===== src/rtl/servo_pkg.sv =====
// Shared widths, default travel limits and FSM state type for the servo
// slew scheduler and its helpers.
package servo_pkg;

    localparam int US_W   = 12;
    localparam int CH_W   = 2;
    localparam int NUM_CH = 4;

    localparam int DEF_MIN_US    = 1000;
    localparam int DEF_MAX_US    = 2000;
    localparam int DEF_CENTER_US = 1500;

    typedef logic [US_W-1:0] us_t;

    typedef enum logic {
        IDLE = 1'b0,
        SCAN = 1'b1
    } state_t;

    // Saturate a requested pulse width into the legal servo travel window.
    function automatic us_t clamp_us(input us_t value, input us_t lo, input us_t hi);
        if (value < lo) return lo;
        if (value > hi) return hi;
        return value;
    endfunction

endpackage


===== src/rtl/tick_divider.sv =====
// Free-running divider producing a one-cycle registered strobe every DIV
// clocks; the strobe is high in the cycle the count sits at DIV-1.
module tick_divider #(
    parameter int DIV = 12000
) (
    input  logic CLK,
    input  logic RST,
    output logic tick
);

    localparam int CNT_W = (DIV > 2) ? $clog2(DIV) : 1;

    logic [CNT_W-1:0] count;

    // Count 0..DIV-1 and raise tick one cycle ahead so it aligns with DIV-1.
    always_ff @(posedge CLK) begin
        if (RST) begin
            count <= '0;
            tick  <= 1'b0;
        end else begin
            if (count == CNT_W'(DIV - 1)) begin
                count <= '0;
            end else begin
                count <= count + CNT_W'(1);
            end
            tick <= (count == CNT_W'(DIV - 2));
        end
    end

endmodule


===== src/rtl/servo_slew_scheduler.sv =====
// Time-multiplexed slew limiter for four servo channels. Each scheduler tick
// walks channels 0..3 through one shared step unit, moving every live command
// at most STEP_US toward its clamped target.
module servo_slew_scheduler
    import servo_pkg::*;
#(
    parameter int CLK_HZ    = 12000000,
    parameter int TICK_HZ   = 1000,
    parameter int STEP_US   = 10,
    parameter int MIN_US    = DEF_MIN_US,
    parameter int MAX_US    = DEF_MAX_US,
    parameter int CENTER_US = DEF_CENTER_US
) (
    input  logic            CLK,
    input  logic            RST,
    input  logic            wr_valid,
    output logic            wr_ready,
    input  logic [CH_W-1:0] wr_ch,
    input  logic [US_W-1:0] wr_us,
    input  logic            hold,
    output logic [US_W-1:0] cmd0,
    output logic [US_W-1:0] cmd1,
    output logic [US_W-1:0] cmd2,
    output logic [US_W-1:0] cmd3,
    output logic [NUM_CH-1:0] settled,
    output logic            tick
);

    localparam int DIV = CLK_HZ / TICK_HZ;

    localparam logic [US_W:0] STEP_W = (US_W + 1)'(STEP_US);
    localparam us_t           MIN_V  = US_W'(MIN_US);
    localparam us_t           MAX_V  = US_W'(MAX_US);
    localparam us_t           CTR_V  = US_W'(CENTER_US);

    state_t          state;
    logic [CH_W-1:0] ch;
    us_t             tgt [NUM_CH];
    us_t             cmd [NUM_CH];

    us_t             cur_sel;
    us_t             tgt_sel;
    logic [US_W:0]   diff;
    us_t             step_out;

    logic            wr_fire;
    us_t             tgt_nxt [NUM_CH];
    us_t             cmd_nxt [NUM_CH];
    logic [NUM_CH-1:0] settled_nxt;

    tick_divider #(
        .DIV (DIV)
    ) u_tick_divider (
        .CLK  (CLK),
        .RST  (RST),
        .tick (tick)
    );

    assign wr_fire = wr_valid && wr_ready;

    // Shared step unit: move the selected command toward its target, landing
    // exactly on the target when the remaining distance is within one step.
    always_comb begin
        cur_sel  = cmd[ch];
        tgt_sel  = tgt[ch];
        diff     = '0;
        step_out = cur_sel;
        if (cur_sel < tgt_sel) begin
            diff     = {1'b0, tgt_sel} - {1'b0, cur_sel};
            step_out = (diff <= STEP_W) ? tgt_sel
                                        : US_W'({1'b0, cur_sel} + STEP_W);
        end else if (cur_sel > tgt_sel) begin
            diff     = {1'b0, cur_sel} - {1'b0, tgt_sel};
            step_out = (diff <= STEP_W) ? tgt_sel
                                        : US_W'({1'b0, cur_sel} - STEP_W);
        end
    end

    // Next-state view of targets and commands so settled can be registered
    // in the same cycle either side of the comparison changes.
    always_comb begin
        // NOTE: whole-array defaults first keep every element driven on every path, so no latches appear.
        tgt_nxt = tgt;
        cmd_nxt = cmd;
        if (wr_fire) begin
            tgt_nxt[wr_ch] = clamp_us(wr_us, MIN_V, MAX_V);
        end
        if (state == SCAN) begin
            cmd_nxt[ch] = step_out;
        end
        for (int k = 0; k < NUM_CH; k++) begin
            settled_nxt[k] = (cmd_nxt[k] == tgt_nxt[k]);
        end
    end

    // Scheduler FSM with registered write-ready, channel walk and channel state.
    always_ff @(posedge CLK) begin
        if (RST) begin
            state    <= IDLE;
            ch       <= '0;
            wr_ready <= 1'b0;
            settled  <= '1;
            // NOTE: the target/command arrays are plain flops that drive the servos, so they are reset like any control state.
            for (int k = 0; k < NUM_CH; k++) begin
                tgt[k] <= CTR_V;
                cmd[k] <= CTR_V;
            end
        end else begin
            tgt     <= tgt_nxt;
            cmd     <= cmd_nxt;
            settled <= settled_nxt;
            case (state)
                IDLE: begin
                    if (tick && !hold) begin
                        state    <= SCAN;
                        ch       <= '0;
                        wr_ready <= 1'b0;
                    end else begin
                        wr_ready <= 1'b1;
                    end
                end
                SCAN: begin
                    if (ch == CH_W'(NUM_CH - 1)) begin
                        state    <= IDLE;
                        ch       <= '0;
                        wr_ready <= 1'b1;
                    end else begin
                        ch <= ch + CH_W'(1);
                    end
                end
                default: begin
                    state    <= IDLE;
                    ch       <= '0;
                    wr_ready <= 1'b0;
                end
            endcase
        end
    end

    assign cmd0 = cmd[0];
    assign cmd1 = cmd[1];
    assign cmd2 = cmd[2];
    assign cmd3 = cmd[3];

endmodule

===== config.mk =====
export PLATFORM = sky130hd
export DESIGN_NAME = servo_slew_scheduler
export DESIGN_NICKNAME = d
export VERILOG_FILES = /design/src/rtl/servo_pkg.sv /design/src/rtl/tick_divider.sv /design/src/rtl/servo_slew_scheduler.sv
export SDC_FILE = /design/constraint.sdc
export NUM_CORES = 1
export LEC_CHECK = 0
export ABC_AREA = 1
export CORE_MARGIN = 5
export CORE_UTILIZATION = 35
export DETAILED_ROUTE_END_ITERATION = 8
export PLACE_DENSITY = 0.63
export SKIP_CTS_REPAIR_TIMING = 1
export SYNTH_ARGS = -nofsm -noshare
export SYNTH_HDL_FRONTEND = slang
export SYNTH_HIERARCHICAL = 1
export SYNTH_SLANG_ARGS = --single-unit

===== constraint.sdc =====
create_clock -name CLK -period 8.4 [get_ports CLK]
set_input_delay 0.84 -clock CLK [delete_from_list [all_inputs] [get_ports CLK]]
set_output_delay 0.84 -clock CLK [all_outputs]
set_load 0.1 [all_outputs]

==> results.cfg, run 1 <==
[route]
initialDrtViolationCount = 937
via_count = 9817
firstDrtPassIters = 5
wl_per_cell_um = 15.9
drc_errors = 0
wirelength_um = 30800
antenna_left = 0
post_drt_via_cell_ratio = 5.09

[yosys]
synth-seq-cells = 119
synth_top_area_share_pct = 26.0
synth_nets = 1594
yosys.area.top_type = dfxtp_1
yosys_warnings = 6
syn_avg_cell_area_um2 = 5.94
ys_seq_area_share_pct = 26.0
yosys-top-cells-area = dfxtp_1 26%, nand2_1 24%, inv_1 7.7%, nand3_1 7.6%, nor2_1 4.7%
postSynthCellCount = 1542
synth.cell_area_mm2 = 0.00916
ys_types = 42

[final_layout]
nets = 1634
fillers = 2781
final_cell_mix = 588 x nand2_1, 189 x inv_1, 139 x nand3_1, 118 x dfxtp_1, 114 x nor2_1
utilization_pct = 40.9
multi_input_area_mm2 = 0.00571
final_common_cell = nand2_1
area_growth_pct = 15.8
register_area_mm2 = 0.00238
drive_gt1_share_pct = 9.66
n_antenna_cell = 0

[setup_path]
worstSetupEndpointType = register
max_stage_delay_ps = 590
crit_path_top_delay_cell = dfxtp_2
crit_required_ps = 8680
worstReg2RegStart = ch[0]
crit_arrival_ps = 5770
crit_path_start_kind = register
critPathKind = register to register
critPathMostFrequentCell = nand2_1
path_max_fanout = 44
critPathLaunch = ch[0]

[global_routing]
overflow = 0
grt_max_degree = 62
antenna_found_initial = 0
grt_pass1_vias = 9059
grtUsageTotal_pct = 20.8
grt_pass1_wl_um = 48300

[placement]
gp_congestion = 0.929
dp_hpwl_um = 23700
portBuffers = 71

[die]
die_width_um = 172
io_pins = 72
fp.dieH_um = 172
rows = 59
core_area_mm2 = 0.0259
initial_core_util_pct = 35.3
die_area_mm2 = 0.0295

[cts]
clk_pin_slew_ps = 60
cts_root_buf = clkbuf_16
clock_path_buffers = 2
numCtsBuffers = 17
htree_levels = 4
clk_latency_ps = 430
cts_sinks = 119
cts_tree = done

[hold_path]
hold_start = u_tick_divider/count[0]
hold_path_class = register to register

[sta]
rsz0062_at_grt = no
slew_headroom_pct = 27.2
slew_viol_final = 0
max_freq_ghz = 0.182
skew_ps = 7.76
fin_crit_sh_pct = 65.4
whs_ps = 478
worst_pin_slew_ps = 1090
hold_viol_final = 0
tns_ps = 0
final.min_clock_period_ps = 5490
setup_viol = 0

[job]
maxCapViolCount = 0

[power]
fin_total_pwr_w = 0.00166
irDropWorstVdd_mv = 0.112
power.leakage_nw = 5.39
power_density_mw_per_mm2 = 157

[status]
status = complete, no violations
## cells in the mapped netlist (all sizes together)
cell type  instances
nand4             16
nor3               6
clkbuf            18
nor2             126
ha                32
nand3            149
a21boi             1
o21ai             60
a21o               1
xor2              15
inv              197
mux2i              3
nand2            611
or2               53
dfxtp            119
buf               34
a21oi             50
a32oi             14
o211ai             9
xnor2              4
and2               2
clkinv             4
nand3b            14
o21a               1
fa                 2
a211oi             1
## metal layers
| layer | wire [µm] | global-route usage (%) | part of all wire, % | vias to the layer above |
|---|---|---|---|---|
| li1 | - | - | - | 4902 |
| met1 | 13600 | 27.1 | 44 | 4510 |
| met2 | 14100 | 34.2 | 46 | 344 |
| met3 | 2010 | 3.75 | 6.5 | 61 |
| met4 | 1140 | 8.10 | 3.7 | 0 |
| met5 | 0 | 0 | 0 | - |
## metrics by stage
step / cell area [µm²] / setup slack [ps] / cells
2_1_floorplan: 9160 / 4630 / 1542
3_3_place_gp: 9990 / 3100 / 1898
3_5_place_dp: 9990 / 3070 / 1898
4_1_cts: 10600 / 3040 / 1930
5_1_grt: 10600 / 2510 / 1930
6_report: 10600 / 2910 / 1930
## where the power goes
group	internal (W)	total [W]	switching [W]
Combinational	0.0000862	0.000322	0.000236
Clock	0.000476	0.000759	0.000283
Sequential	0.000574	0.000580	0.00000610
## worst max-delay path, delay by kind of cell, from the launching register on
kind                       cells  cell delay, ps
and+or+nand+nor               17            2130
adders and majority gates      1             370
buffers and inverters          3             980
AOI/OAI and AO/OA              4            1210
DFF                            1             590
## registers in the layout, indices dropped and copies added (netlist names), 2 cells and up
name	count
tgt	48
u_tick_divider/count	14
cmd0	12
cmd1	12
cmd2	12
cmd3	12
settled	4
ch	2
## final timing paths
check,depth (start not counted),slack [ps],end
max,25,2910,settled[3]
max reg2reg,25,2910,settled[3]
min,1,480,u_tick_divider/count[0]
min reg2reg,1,480,u_tick_divider/count[0]
## logic make-up after synthesis
logic type,share of synthesized area [%]
AO/OA/AOI/OAI,8.83
XOR/XNOR,1.82
adder cells (fa/ha/maj),4.81
buffers and inverters,11.6
flip-flops,26.0
multiplexers,0.328
AND/OR/NAND/NOR,46.6
## area by class of cell
class | count | share of cell area [%]
clock inverter | 14 | 1.65
clock buffer | 18 | 4.14
inverter | 201 | 7.14
multi-input combinational | 1170 | 53.8
sequential | 119 | 22.5
tap | 335 | 3.95
timing repair buffer | 73 | 6.80
(Power assumes the default switching activity.)
==> inputs of run 2 (changes only) <==
clock period = 5.13 ns   (was 8.4 ns; I/O delays follow)
==> run 2 against run 1 <==
Effect of this change:
- combinational power is 69% higher
- largest power group unchanged
- highest routed layer unchanged
- sequential power up 64%
- clock power is 75% higher
- register-to-register slack lost 2300 ps
- worst hold slack worse by 8.7 ps
- non-clock buffer count up 17
- setup slack got worse by 2300 ps
- cell count up 0.88%
- die area unchanged
==> results.cfg, run 2 (synthesis results as in run 1) <==
[status]
status = complete, no violations

[route]
via_count = 9997
antenna_left = 0
wl_per_cell_um = 16.2
firstDrtPassIters = 6
drc_errors = 0
post_drt_via_cell_ratio = 5.13
wirelength_um = 31600
initialDrtViolationCount = 945

[hold_path]
hold_depth = 1
hold_start = u_tick_divider/count[0]
hold_path_class = register to register

[die]
initial_core_util_pct = 35.3
io_pins = 72
die_area_mm2 = 0.0295
fp.dieH_um = 172
rows = 59
core_area_mm2 = 0.0259
die_width_um = 172

[sta]
whs_ps = 469
worst_pin_slew_ps = 1070
final.min_clock_period_ps = 4530
setup_viol = 0
rsz0062_at_grt = no
slew_viol_final = 0
fin_crit_sh_pct = 88.4
hold_viol_final = 0
slew_headroom_pct = 27.6
tns_ps = 0
max_freq_ghz = 0.221
skew_ps = 8.76
timing.final.ws_setup_ps = 596

[setup_path]
crit_path_start_kind = register
critPathLaunch = ch[1]
crit_arrival_ps = 4900
worstSetupEndpointType = register
path_max_fanout = 23
critPathKind = register to register
r2r_setup_slack_ps = 600
crit_required_ps = 5500
reg2reg_depth = 24
worstReg2RegStart = ch[1]

[final_layout]
drive_gt1_share_pct = 10.5
final_area_mm2 = 0.0108
utilization_pct = 41.6
area_growth_pct = 17.8
largestRegisters = tgt (48), u_tick_divider/count (14)
n_antenna_cell = 0
register_area_mm2 = 0.00238
largest_reg_flops = 48
final_common_cell = nand2_1
top_register = tgt
final_cell_mix = 588 x nand2_1, 189 x inv_1, 139 x nand3_1, 118 x dfxtp_1, 114 x nor2_1
multi_input_area_mm2 = 0.00571
nets = 1651
fillers = 2756

[cts]
cts_root_buf = clkbuf_16
cts_tree = done
clk_latency_ps = 430
htree_levels = 4
clk_pin_slew_ps = 60
clock_path_buffers = 2
cts_sinks = 119
numCtsBuffers = 17

[job]
maxCapViolCount = 0

[placement]
dp_hpwl_um = 24300
portBuffers = 71
gp_congestion = 0.980
place_ws_ps = 682
placed_cell_area_mm2 = 0.0101

[power]
power.leakage_nw = 5.50
power_density_mw_per_mm2 = 262
irDropWorstVdd_mv = 0.195

[global_routing]
antenna_found_initial = 0
grt_max_degree = 52
grtUsageTotal_pct = 21.5
grt_pass1_vias = 9441
overflow = 0
grt_pass1_wl_um = 49800
==> run 2: changes by cell type in the layout (fill, tap and decap cells not counted), sizes merged <==
cell,before,now
bufinv,3,5
clkinvlp,3,2
clkinv,9,7
inv,200,199
clkbuf,18,20
buf,3,20
==> run 2: power by group <==
part	internal (W)	switching (W)	total, W
combinational	0.000155	0.000389	0.000544
sequential	0.000941	0.0000102	0.000951
clock	0.000886	0.000447	0.00133
==> run 2: per-layer routing <==
metal  wire, µm  share of wire, %  GRT usage (%)  vias to the layer above
met4       1510               4.8           10.2                        0
met2      14100                45           35.0                      412
li1           -                 -              -                     4941
met3       2380               7.5           4.11                       88
met5          0                 0              0                        -
met1      13500                43           27.5                     4556
==> run 2: final cells by class <==
cell class,count,area share [%]
clock inverters,12,1.83
inverters,201,7.02
multi-input cells,1170,52.9
flip-flops and latches,119,22.1
well taps,335,3.89
clock buffers,20,4.23
repair buffers,90,7.98
==> run 2: through the flow <==
stage	cells	total power, W
after floorplan	1542	0.00135
after global placement	1915	0.00150
after detailed placement	1915	0.00150
after CTS	1947	0.00283
after global routing	1947	0.00294
final	1947	0.00283
==> run 2: path summary, 6_finish.rpt <==
check / to
hold / removal: u_tick_divider/count[0]
setup reg to reg: settled[1]
hold reg to reg: u_tick_divider/count[0]
setup / recovery: settled[1]
==> run 2: worst max-delay path, cell delays in order, from the launching register on <==
cell	delay, ps
dfxtp_1	320
inv_2	370
buf_4	280
nand2_1	120
nand2_2	230
inv_1	160
ha_1	480
nand2_1	120
nor2_1	300
nand3_1	200
nand4_1	140
nand2_1	100
nor2_4	240
nand2_2	210
nand2_1	110
nand3_1	80
nand2_1	100
nand2_1	210
nand2_1	150
nand2_1	90
nand2_1	60
nand3_1	70
nor2_1	160
nand3_1	90
nand2_1	60
